File: src/rtl/breath_pkg.sv
// breath_pkg: shared mode encodings and PWM sizing for the breathing sequencer
package breath_pkg;
  typedef enum logic [1:0] {
    MODE_OFF      = 2'd0,
    MODE_ALL      = 2'd1,
    MODE_CHASE    = 2'd2,
    MODE_PINGPONG = 2'd3
  } mode_t;
  typedef enum logic {ST_IDLE, ST_RUN} state_t;
  localparam int CNT_W      = 6;
  localparam int PWM_PERIOD = 64;
endpackage

File: src/rtl/breath_sequencer_if.sv
// breath_sequencer_if: switch inputs and LED outputs of the breathing sequencer
interface breath_sequencer_if #(
  parameter int NUM_CH  = 8,
  parameter int PRESC_W = 4
);
  logic                      enable;
  logic [1:0]                mode;
  logic [PRESC_W-1:0]        speed;
  logic [NUM_CH-1:0]         pulse;
  logic [$clog2(NUM_CH)-1:0] active_ch;
  logic                      cycle_done;
  modport master (output enable, mode, speed, input pulse, active_ch, cycle_done);
  modport slave  (input enable, mode, speed, output pulse, active_ch, cycle_done);
endinterface

File: src/rtl/breath_lut.sv
// breath_lut: 64-entry breathing duty table; the upper half mirrors the lower half
module breath_lut
  import breath_pkg::*;
(
  input  logic [CNT_W-1:0] i_index,
  output logic [CNT_W-1:0] o_duty
);
  localparam logic [CNT_W-1:0] HALF [32] = '{
    6'd0,  6'd0,  6'd1,  6'd1,  6'd3,  6'd4,  6'd6,  6'd8,
    6'd10, 6'd12, 6'd15, 6'd18, 6'd21, 6'd24, 6'd27, 6'd30,
    6'd33, 6'd36, 6'd39, 6'd42, 6'd45, 6'd48, 6'd51, 6'd53,
    6'd55, 6'd57, 6'd59, 6'd60, 6'd62, 6'd62, 6'd63, 6'd63
  };
  logic [CNT_W-2:0] w_half_idx;
  // 63-i in the upper half is just the inverted low bits
  assign w_half_idx = i_index[CNT_W-1] ? ~i_index[CNT_W-2:0] : i_index[CNT_W-2:0];
  assign o_duty     = HALF[w_half_idx];
endmodule

File: src/rtl/breath_sequencer.sv
// breath_sequencer: multi-channel breathing-LED sequencer sharing one duty table and PWM counter
module breath_sequencer
  import breath_pkg::*;
#(
  parameter int NUM_CH  = 8,
  parameter int PRESC_W = 4
) (
  input logic sysclk,
  input logic rst_n,
  breath_sequencer_if.slave bus
);
  localparam int AW = $clog2(NUM_CH);
  localparam logic [CNT_W-1:0] LAST   = CNT_W'(PWM_PERIOD - 1);
  localparam logic [AW-1:0]    TOP_CH = AW'(NUM_CH - 1);

  state_t             r_state;
  mode_t              r_mode_q;
  logic [CNT_W-1:0]   r_count;
  logic [CNT_W-1:0]   r_index;
  logic [PRESC_W-1:0] r_presc;
  logic               r_dir_up;
  logic [NUM_CH-1:0]  r_pulse;
  logic [AW-1:0]      r_active_ch;
  logic               r_cycle_done;

  logic [CNT_W-1:0]  w_duty;
  logic [NUM_CH-1:0] w_sel;
  logic [AW-1:0]     w_next_ch;
  mode_t             w_mode_req;
  logic w_period_end, w_step, w_boundary, w_go_up, w_wrap, w_go_run, w_stay;

  breath_lut u_lut (.i_index(r_index), .o_duty(w_duty));

  assign w_mode_req   = mode_t'(bus.mode);
  assign w_period_end = r_count == LAST;
  assign w_step       = w_period_end && (r_presc >= bus.speed);
  assign w_boundary   = w_step && (r_index == LAST);
  assign w_sel        = r_mode_q == MODE_ALL ? '1 : NUM_CH'(1) << r_active_ch;
  assign w_go_run     = bus.enable && (r_state == ST_RUN ? !(w_boundary && w_mode_req == MODE_OFF)
                                                         : w_mode_req != MODE_OFF);
  assign w_stay       = r_state == ST_RUN && w_go_run;

  // Ping-pong turns around at either end; landing on channel 0 closes a sequence
  always_comb begin
    w_go_up   = 1'b1;
    w_wrap    = 1'b1;
    w_next_ch = '0;
    if (r_mode_q == MODE_CHASE) begin
      w_wrap    = r_active_ch == TOP_CH;
      w_next_ch = w_wrap ? '0 : r_active_ch + 1'b1;
    end else if (r_mode_q == MODE_PINGPONG) begin
      w_go_up   = r_dir_up ? r_active_ch != TOP_CH : r_active_ch == '0;
      w_next_ch = w_go_up ? r_active_ch + 1'b1 : r_active_ch - 1'b1;
      w_wrap    = !w_go_up && r_active_ch == AW'(1);
    end
  end

  always_ff @(posedge sysclk or negedge rst_n) begin
    if (!rst_n) begin
      r_state      <= ST_IDLE;
      r_mode_q     <= MODE_OFF;
      r_count      <= '0;
      r_index      <= '0;
      r_presc      <= '0;
      r_dir_up     <= 1'b1;
      r_pulse      <= '0;
      r_active_ch  <= '0;
      r_cycle_done <= 1'b0;
    end else begin
      r_state      <= w_go_run ? ST_RUN : ST_IDLE;
      r_cycle_done <= r_state == ST_RUN && bus.enable && w_boundary && w_wrap;
      if (!w_stay) begin
        r_mode_q    <= w_go_run ? w_mode_req : MODE_OFF;
        r_count     <= '0;
        r_index     <= '0;
        r_presc     <= '0;
        r_dir_up    <= 1'b1;
        r_pulse     <= '0;
        r_active_ch <= '0;
      end else begin
        r_count <= r_count + 1'b1;
        r_pulse <= {NUM_CH{r_count < w_duty}} & w_sel;
        if (w_step) begin
          r_presc <= '0;
          r_index <= r_index + 1'b1;
        end else if (w_period_end) begin
          r_presc <= r_presc + 1'b1;
        end
        // Mode requests take effect only here so a fade always completes
        if (w_boundary) begin
          r_mode_q    <= w_mode_req;
          r_active_ch <= w_mode_req == MODE_ALL ? '0 : w_next_ch;
          r_dir_up    <= w_mode_req == MODE_ALL || w_go_up;
        end
      end
    end
  end

  assign bus.pulse      = r_pulse;
  assign bus.active_ch  = r_active_ch;
  assign bus.cycle_done = r_cycle_done;
endmodule

File: src/flat_wrapper.sv
// flat-port wrapper written by rule: the top's interface ports become plain ports
module breath_sequencer_flat import breath_pkg::*;
#(
  parameter int NUM_CH  = 8,
  parameter int PRESC_W = 4
)
  (sysclk, rst_n, bus_enable, bus_mode, bus_speed, bus_pulse, bus_active_ch, bus_cycle_done);
  breath_sequencer_if #(.NUM_CH(NUM_CH), .PRESC_W(PRESC_W)) bus_i ();
  input logic sysclk;
  input logic rst_n;
  input wire logic [$bits(bus_i.enable)-1:0] bus_enable;
  input wire logic [$bits(bus_i.mode)-1:0] bus_mode;
  input wire logic [$bits(bus_i.speed)-1:0] bus_speed;
  output wire logic [$bits(bus_i.pulse)-1:0] bus_pulse;
  output wire logic [$bits(bus_i.active_ch)-1:0] bus_active_ch;
  output wire logic [$bits(bus_i.cycle_done)-1:0] bus_cycle_done;
  assign bus_i.enable = bus_enable;
  assign bus_i.mode = bus_mode;
  assign bus_i.speed = bus_speed;
  assign bus_pulse = bus_i.pulse;
  assign bus_active_ch = bus_i.active_ch;
  assign bus_cycle_done = bus_i.cycle_done;
  breath_sequencer #(.NUM_CH(NUM_CH), .PRESC_W(PRESC_W)) u_core (.sysclk(sysclk), .rst_n(rst_n), .bus(bus_i));
endmodule
File: config.mk
export PLATFORM = sky130hd
export DESIGN_NAME = breath_sequencer_flat
export DESIGN_NICKNAME = d
export VERILOG_FILES = /design/src/rtl/breath_pkg.sv /design/src/rtl/breath_sequencer_if.sv /design/src/rtl/breath_lut.sv /design/src/rtl/breath_sequencer.sv /design/src/flat_wrapper.sv
export SDC_FILE = /design/constraint.sdc
export NUM_CORES = 1
export LEC_CHECK = 0
export BUFFER_PORTS_ARGS = -buffer_cell sky130_fd_sc_hd__buf_2
export CORE_ASPECT_RATIO = 1.1
export CORE_MARGIN = 2
export CORE_UTILIZATION = 54
export DETAILED_ROUTE_END_ITERATION = 7
export GPL_ROUTABILITY_DRIVEN = 0
export PLACE_DENSITY = 0.81
export SKIP_LAST_GASP = 1
export SLEW_MARGIN = 25
export SYNTH_ARGS = -nofsm -noshare
export SYNTH_HDL_FRONTEND = slang
export SYNTH_SLANG_ARGS = --single-unit
export TNS_END_PERCENT = 1
File: constraint.sdc
create_clock -name sysclk -period 3.1 [get_ports sysclk]
set_input_delay 0.62 -clock sysclk [delete_from_list [all_inputs] [get_ports sysclk]]
set_output_delay 0.62 -clock sysclk [all_outputs]
set_load 0.03 [all_outputs]
# == Yosys cells after proc, flatten, opt, wreduce, memory -nomap -nowiden ==
# Memory sizes are Yosys's and may differ from the RTL's.
# Cells that the tools add are included.
# word_totals
ff_bits,32
mem_bits_ro,192
input_bits,9
output_inout_bits,12
word_cells,79
n_memories,1
# classes
n_addsub,5
n_lt_le_gt_ge,3
n_eq_ne,12
shift,1
muxes,30
bitwise_logic,3
reduce_logical,15
# mem_list
name,words,width,rd,rd_clocked_by_memory_dff,wr,line_no,rtl
(no name shown),32,6,1,0,0,breath_lut.sv:17,assign o_duty = HALF[w_half_idx];
# op_table
op,count
6-bit two-way mux,5
3-bit two-way mux,7
8-bit two-way mux,2
6-bit by 1-bit adder with 6-bit output (second input constant),2
6-bit == test (second input constant),2
4-bit two-way mux,3
1-bit logical AND,9
1-bit two-way mux,9
8-bit AND,1
1-bit by 3-bit << shifter with 8-bit output (first input constant),1
6-bit greater-or-equal comparator (second input constant),1
6-bit < comparator,1
2-bit two-way mux,3
5-bit inverter with 6-bit output,1
5-bit two-way mux,1
5-bit inverter,1
4-bit by 1-bit adder with 4-bit output (second input constant),1
2-bit by 1-bit == test with 1-bit output (second input constant),2
2-bit == test (second input constant),2
4-bit greater-or-equal comparator,1
2-bit by 1-bit inequality test with 1-bit output (second input constant),2
3-bit by 1-bit adder with 3-bit output (second input constant),1
3-bit by 1-bit == test with 1-bit output (second input constant),1
3-bit == test (second input constant),1
other kinds (8),9

# == Longest topological paths before layout ==
# Gate-level depths: netlist (run 1).
# logic_depth
word_depth,9
ltp_mapped,16
ltp_nobuf,14

# == By module ==
# Synthesis (run 1) repeated with hierarchy kept, for this count alone.
# hier_totals
hier_cells,286
area_unflattened_um2,2448.6
# by_module_without_submodules
module,instances,cells_per_inst,area_per_inst_um2,seq_area_each_um2
breath_sequencer,1,192,1846.8,802.0
breath_lut,1,94,601.8,0.0

# == Worst setup path before layout (run 1) ==
# OpenSTA, ideal clock, no wires.
# synth_timing
path_type,reg2reg
start,register u_core.r_index[5]
end,"register u_core.r_pulse[0], in the netlist u_core.bus.pulse[0]"
setup_ps,155
t_arrival_ps,3019
required_ps,2945
slack_ps,-74
stages_incl_launch_ff,15
path_buffers,2
synth_period_minus_slack_ps,3174
cell_sequence,dfrtp_1 -> buf_2 -> buf_1 -> xnor2_1 -> inv_1 -> ha_1 -> nand2b_1 -> o221ai_1 -> o21ai_0 -> nand3_1 -> nand2_1 -> ha_1 -> nand3_1 -> a2111oi_2 -> nor3_1
# synth_via
elab_chain_len,8
word_cells_on_any_way,15
classes_between,1 x order compare; 1 x eq/ne; 5 x mux; 2 x bitwise; 5 x reduce/logical; 1 x memory
# synth_lines
item,line_no,rtl
from (decl),breath_sequencer.sv:19,logic [CNT_W-1:0] r_index;
from (signal assigned),breath_sequencer.sv:85,r_index <= r_index + 1'b1;
5-bit two-way mux / 6-bit == test (equally long branches),"breath_lut.sv:16, breath_sequencer.sv:37",
5-bit inverter with 6-bit output (implied by the code) / 1-bit logical AND (equally long branches),"breath_lut.sv:17, breath_sequencer.sv:37",
memory 32 x 6 bit / 1-bit logical AND (equally long branches),-,
6-bit two-way mux (implied by the code) / 1-bit zero test (equally long branches),"breath_lut.sv:17, breath_sequencer.sv:39",
6-bit two-way mux (implied by the code) / 1-bit two-way mux (equally long branches),"breath_lut.sv:17, breath_sequencer.sv:39",
6-bit < comparator / 1-bit logical AND (equally long branches),"breath_sequencer.sv:82, breath_sequencer.sv:39",
8-bit AND / 1-bit logical AND (equally long branches),"breath_sequencer.sv:82, breath_sequencer.sv:41",
8-bit two-way mux (*),breath_sequencer.sv:72,if (!w_stay) begin
to (signal assigned),breath_sequencer.sv:82,r_pulse <= {NUM_CH{r_count < w_duty}} & w_sel;
to (decl),breath_sequencer.sv:22,logic [NUM_CH-1:0] r_pulse;
# Mark *: on every way between the ends. The rest lies on a longest branch, timed or not. The select of a mux whose other input is x is not followed.
# A chain may end at the register's enable or synchronous reset.

# == Final worst setup path (run 1) ==
# layout_timing
start,register u_core.r_index[5]
end,"register u_core.r_pulse[1], in the netlist u_core.bus.pulse[1]"
# Same word-level chain as after synthesis.

==> results of run 1 <==
## through the flow
stage | power [uW] | utilization | hold WS [ns]
after global routing | 909 | 0.639 | 0.424
after floorplan | 463 | - | 0.324
after detailed placement | 487 | 0.604 | 0.508
after CTS | 881 | 0.629 | 0.388
final | 879 | 0.639 | 0.362
after global placement | 486 | 0.604 | 0.496
## routing by layer
layer	share of wire	wire length, um	vias to the layer above	global-route usage
met4	0.016	79	0	0.0975
li1	-	-	978	-
met2	0.52	2590	40	0.383
met3	0.032	161	6	0.0383
met5	0	0	-	0
met1	0.43	2160	969	0.256
## flip-flops by register name, summed over array words and instances (netlist names)
name / cells
u_core.bus.active_ch: 3
u_core.bus.cycle_done: 1
u_core.bus.pulse: 8
u_core.r_count: 6
u_core.r_dir_up: 1
u_core.r_index: 6
u_core.r_mode_q: 2
u_core.r_presc: 4
u_core.r_state: 1
## final cells by class
| type | count | area, um^2 | share of cell area |
|---|---|---|---|
| clock buffer | 6 | 72.6 | 0.0267 |
| clock inverter | 2 | 35.0 | 0.0129 |
| inverter | 17 | 63.8 | 0.0235 |
| multi-input combinational | 202 | 1500 | 0.552 |
| sequential | 32 | 805 | 0.296 |
| tap | 54 | 67.6 | 0.0249 |
| timing repair buffer | 30 | 175 | 0.0645 |
## critical path, stage by stage, from the launching register on
cell	delay [ns]
dfrtp_2	0.47
xnor2_2	0.22
inv_1	0.11
ha_1	0.25
nand2b_1	0.16
o221ai_1	0.17
o21ai_0	0.12
nand3_1	0.10
nand2_1	0.07
ha_1	0.31
a41oi_1	0.19
o21ai_0	0.14
a21oi_2	0.20
o311ai_4	0.17
nor3_1	0.24
## Yosys cell counts, drive strengths merged, types with 2 or more instances
library cell  count  area share
dfrtp            31        0.33
ha               26        0.14
nor2             22       0.035
nand2            19       0.030
inv              17       0.027
a21oi            16       0.034
o21ai            15       0.032
nor3             13       0.027
nand3            10       0.021
xnor2            10       0.037
nand2b            9       0.024
buf               7       0.015
mux2i             7       0.030
nor2b             7       0.018
clkbuf            6       0.010
mux2              4       0.019
nand3b            4       0.013
a2111oi           3       0.014
nor4              3      0.0079
xor2              3       0.011
and3              2      0.0053
mux4              2       0.019
o211ai            2      0.0063
o21a              2      0.0063
o221ai            2      0.0074
o311ai            2       0.011
o31ai             2      0.0084
## power groups by stage
stage	Sequential, uW	Combinational, uW	Clock, uW
floorplan	433	30.7	0
global placement	433	53.2	0
detailed placement	433	53.7	0
CTS	425	54.3	401
global route	426	64.0	419
finish	426	56.0	398
## how the worst max path moves through the flow
stage | slack (ns) | start | cells past startpoint | endpoint
after floorplan | 0.06 | u_core.r_index[5] | 16 | u_core.bus.pulse[0]
after global placement | 0.21 | u_core.r_index[5] | 14 | u_core.bus.pulse[1]
after detailed placement | 0.009 | u_core.r_index[5] | 14 | u_core.bus.pulse[1]
after CTS | 0.004 | u_core.r_index[5] | 14 | u_core.bus.pulse[1]
after global routing | -0.1 | u_core.r_index[5] | 14 | u_core.bus.pulse[1]
final | 0.1 | u_core.r_index[5] | 14 | u_core.bus.pulse[1]
## cell families (layout without fill, tap and decap cells)
kind of cell | Yosys count | in the layout
xor gates and xnor gates | 13 | 13
muxes | 13 | 13
and+or+nand+nor | 97 | 97
DFF | 32 | 32
buffers and inverters | 30 | 55
AOI/OAI and AO/OA | 53 | 53
adders and majority gates | 26 | 26
==> impl_metrics.csv, run 1 <==
group,metric,value,unit
run_status,outcome,"completed",
sta,maxSlewViolCount,0,
logic_synthesis,synthXorXnorAreaFrac,0.0480,
sta,timing.final.crit_share,0.968,
layout,mostFrequentLayoutCell,"dfrtp_1",
sta,fin_ws,0.0979,ns
sta,max_clock_freq,333,MHz
sta,max_slew_margin,0.328,
power_and_ir_drop,pwr-share-seq,0.484,
power_and_ir_drop,power_density,324,mW/mm^2
logic_synthesis,avgSynthCellArea,8.99,um^2
detailed_routing,drc,0,
layout,stdcell_count,343,
global_route,grt_max_degree,33,
critical_path,start_kind,"register",
logic_synthesis,synth_cell_type_count,53,
logic_synthesis,synth_seq_cells,32,
critical_path,r2r_cells,14,
detailed_routing,viasPerCell,5.81,
global_route,grtUsageTotal,0.218,
cts,cts_tree,"done",
sta,rsz0062_at_grt,"yes",
place,placed_cells,335,
layout,diodes,0,
logic_synthesis,synth_edf_count,0,
cts,clock-sinks,32,
logic_synthesis,synth_compound_area_frac,0.149,
logic_synthesis,synthesis.area,0.00237,mm^2
global_route,first_global_vias,1907,
critical_path,worst_r2r_endpoint,"u_core.bus.pulse[1]",
logic_synthesis,syn_inst,264,
cts,holdBufCountCts,0,
global_route,grt_pass1_wl,8.19,mm
detailed_routing,drtPass1Iterations,4,
layout,finalInstanceArea,0.00272,mm^2
logic_synthesis,ys.flop_type,"dfrtp_1",
detailed_routing,vias,1993,
power_and_ir_drop,power_leakage,0.00121,uW
logic_synthesis,yosys_warnings,0,
critical_path,endpoint_kind,"register",
critical_path,worst-path-max-fanout,8,
detailed_routing,wire_per_inst,14.6,um
power_and_ir_drop,p_int,679,uW
floorplan,initial_core_util,0.558,
global_route,grt-ovfl-total,0,
hold_path,hold_path.class,"primary input to async pin",
global_route,antenna_found_initial,0,
floorplan,fp.dieW,67.2,um
sta,finalHoldViolCount,0,
logic_synthesis,synth.mux.area_fraction,0.0675,
sta,clock_skew,0.00321,ns
detailed_routing,totalWireLength,5.00,mm
power_and_ir_drop,swShare,0.228,
floorplan,die_h,73.5,um
sta,setup_viol,0,
layout,drive_gt1_frac,0.194,
layout,most-common-layout-cells,"dfrtp_1, ha_1, nor2_1",
cts,clk_path_buf_depth,2,
place,io_buffer_count,20,
floorplan,io-pin-count,21,
place,hpwlAfterDp,3.56,mm
logic_synthesis,synth-simple-area-share,0.208,
cts,cts_resized,0,
power_and_ir_drop,p_sw,201,uW
logic_synthesis,synth_top_family_by_area,"simple AND/OR/NAND/NOR gates",
sta,tightest_slew,0.995,ns
logic_synthesis,async_flop_share,1.00,
floorplan,dieArea,0.00494,mm^2
detailed_routing,ant_nets,0,
place,place_area,0.00257,mm^2
power_and_ir_drop,comb_power_share,0.064,
critical_path,r2r_slack,0.1,ns
critical_path,crit_arrival,3.20,ns
layout,syn2layout_area_growth,14.5,%
cts,insertion_delay,0.29,ns
logic_synthesis,synth_fa_ha_area_frac,0.137,
place,post-place-ws,0.00898,ns
logic_synthesis,synth_nets,299,
power_and_ir_drop,clkPwrFrac,0.452,
cts,htreeDepth,2,
layout,fillCellCount,368,
sta,post-route-min-period,3.00,ns
critical_path,crit_required,3.30,ns
critical_path,r2r-start,"u_core.r_index[5]",
cts,clk_pin_slew_worst_paths,0.07,ns
cts,cts-root-buf,"clkbuf_8",
cts,cts_setup_buffers,0,
detailed_routing,drtIter0Drc,108,
layout,final_nets,323,
power_and_ir_drop,vdd_drop_max,0.000357,V
cts,cts_buffers,5,
job,drv_cap,0,
floorplan,coreArea,0.00425,mm^2
sta,setup-tns-final,0,ns
floorplan,std_cell_rows,25,
logic_synthesis,synth_seq_area_share,0.338,
critical_path,path_class,"register to register",
No activity file was read; power rests on OpenSTA's default activity.
==> inputs of run 2 (changes only) <==
Settings changed: SLEW_MARGIN 25 to default.
Clock period 3.1 ns to 2.5 ns, I/O delays scaled along.
==> run 2 against run 1 <==
The run now ends with setup timing left. Die area did not move. Core utilization rose by 7.7 points. Hold slack got worse by 0.11 ns. Clock skew rose by 0.0014 ns. Register-to-register slack got worse by 0.38 ns. Worst setup slack got worse by 0.38 ns. Clock power rose by 3%. Sequential cell count did not move. Non-clock buffer count rose by 24. Critical path depth fell by 2. Highest routed layer unchanged.
==> impl_metrics.csv, run 2 (synthesis results as in run 1) <==
group,metric,value,unit
run_status,outcome,"complete, but fails checks",
run_status,violations,"setup timing",
power_and_ir_drop,p_sw,246,uW
critical_path,worst-path-max-fanout,8,
power_and_ir_drop,swShare,0.241,
critical_path,crit_cells,12,
layout,final_util,0.716,
floorplan,initial_core_util,0.558,
cts,holdBufCountCts,0,
global_route,first_global_vias,2107,
global_route,grt-ovfl-total,0,
cts,cts_buffers,5,
place,placed_cells,358,
place,io_buffer_count,20,
power_and_ir_drop,vdd_drop_max,0.000430,V
sta,max_clock_freq,360,MHz
layout,most-common-layout-cells,"buf_4, dfrtp_1, nor2_1",
cts,htreeDepth,2,
layout,syn2layout_area_growth,28.3,%
cts,clk_pin_slew_worst_paths,0.07,ns
floorplan,fp.dieW,67.2,um
floorplan,dieArea,0.00494,mm^2
hold_path,hold_path.class,"primary input to async pin",
detailed_routing,vias,2110,
layout,diodes,0,
critical_path,crit_buf_inv,1,
sta,finalHoldViolCount,0,
sta,maxSlewViolCount,0,
layout,mostFrequentLayoutCell,"buf_4",
cts,insertion_delay,0.28,ns
floorplan,io-pin-count,21,
critical_path,path_class,"register to register",
sta,fin_ws,-0.280,ns
cts,clock-sinks,32,
place,post-place-ws,-0.338,ns
floorplan,std_cell_rows,25,
power_and_ir_drop,power_density,334,mW/mm^2
sta,setup_viol,8,
power_and_ir_drop,power_leakage,0.00133,uW
critical_path,start_kind,"register",
detailed_routing,viasPerCell,5.75,
sta,post-route-min-period,2.78,ns
critical_path,r2r_cells,12,
sta,clock_skew,0.00456,ns
critical_path,crit_arrival,2.98,ns
layout,final_nets,347,
layout,largest_reg_flops,8,
layout,fillCellCount,323,
critical_path,path_cells,"buf_12, xnor2_4, ha_4, o211a_1, a31oi_1, o21ai_1, ha_1, a41oi_2, o21ai_1, a21oi_2, o311ai_4, nor3_2",
sta,rsz0062_at_grt,"yes",
job,drv_cap,0,
floorplan,die_h,73.5,um
critical_path,crit_required,2.70,ns
critical_path,slowest_stage,"dfrtp_2",
detailed_routing,drc,0,
place,hpwlAfterDp,4.15,mm
sta,tightest_slew,0.780,ns
sta,max_slew_margin,0.467,
critical_path,endpoint_kind,"register",
sta,timing.final.crit_share,1.11,
global_route,antenna_found_initial,0,
power_and_ir_drop,pwr-share-seq,0.518,
detailed_routing,drtPass1Iterations,4,
detailed_routing,totalWireLength,5.49,mm
power_and_ir_drop,clkPwrFrac,0.401,
detailed_routing,wire_per_inst,15.0,um
cts,clk_path_buf_depth,2,
critical_path,cpPeakStageDelay,0.47,ns
global_route,grt_max_degree,33,
layout,stdcell_count,367,
floorplan,coreArea,0.00425,mm^2
global_route,grt_pass1_wl,9.32,mm
global_route,grtUsageTotal,0.249,
detailed_routing,ant_nets,0,
detailed_routing,drtIter0Drc,79,
critical_path,cpMostUsedCell,"o21ai_1",
power_and_ir_drop,comb_power_share,0.081,
critical_path,crit_family,"compound AO/OA/AOI/OAI gates",
power_and_ir_drop,p_int,772,uW
layout,drive_gt1_frac,0.307,
cts,cts-root-buf,"clkbuf_8",
cts,cts_tree,"done",
run 2: cell count changes in the layout (fill, tap and decap cells not counted), moves of 2 or more:
cell	before	now
buf_4	10	31
o21ai_0	14	11
buf_12	0	3
o21ai_1	1	4
nor3_2	2	7
inv_1	16	14
nor3_1	11	6
inv_2	1	3
ha_4	0	4
ha_1	26	21
run 2: per-stage QoR:
| step | instance area [um^2] | hold slack [ns] | power [uW] | setup TNS [ns] |
|---|---|---|---|---|
| floorplan | 2530 | 0.204 | 577 | -0.733 |
| global placement | 2880 | 0.495 | 612 | -1.59 |
| detailed placement | 2880 | 0.508 | 614 | -2.50 |
| CTS | 3020 | 0.281 | 1020 | -1.98 |
| global route | 3040 | 0.318 | 1060 | -3.65 |
| finish | 3040 | 0.255 | 1020 | -1.92 |
run 2: metal layers:
layer  up-vias  wire, um  GRT usage
li1       1029         -          -
met1      1029      2310      0.292
met2        42      2960      0.454
met3        10       139     0.0490
met4         0        88     0.0726
met5         -         0          0
run 2: worst reg2reg max path, delay by kind of cell (launching register included):
| family | cells | cell delay (ns) |
|---|---|---|
| buffers and inverters | 1 | 0.15 |
| AO/OA/AOI/OAI | 7 | 1.11 |
| adder cells (fa/ha/maj) | 2 | 0.56 |
| AND/OR/NAND/NOR | 1 | 0.19 |
| XOR/XNOR | 1 | 0.20 |
| flip-flops | 1 | 0.47 |
run 2: layout make-up:
cell class	instances	area, um^2	share of cell area
multi-input cells	202	1620	0.533
flip-flops and latches	32	803	0.264
repair buffers	54	393	0.129
clock buffers	6	82.6	0.0271
well taps	54	67.6	0.0222
inverters	17	63.8	0.0210
clock inverters	2	10.0	0.00329
run 2: worst paths after layout:
check / startpoint / endpoint / slack [ns]
hold reg to reg: u_core.r_dir_up / u_core.r_dir_up / 0.52
hold / removal: rst_n / u_core.bus.active_ch[2] / 0.26
min in group sysclk: bus_enable / u_core.r_mode_q[1] / 0.50
max in group asynchronous: rst_n / u_core.r_index[5] / 1.75
setup / recovery: u_core.r_index[5] / u_core.bus.pulse[5] / -0.28
setup reg to reg: u_core.r_index[5] / u_core.bus.pulse[5] / -0.28
run 2: power by group through the flow:
stage	Sequential (uW)	Combinational, uW	Clock (uW)
global route	527	92.2	439
finish	527	82.3	409
detailed placement	536	78.2	0
global placement	536	75.4	0
floorplan	537	39.9	0
CTS	527	80.2	415
run 2: what timing repair did:
action,4_1_cts,5_1_grt
pin swaps,2,1
resized for setup,5,4
setup buffers,1,0
setup endpoints to repair,8,8
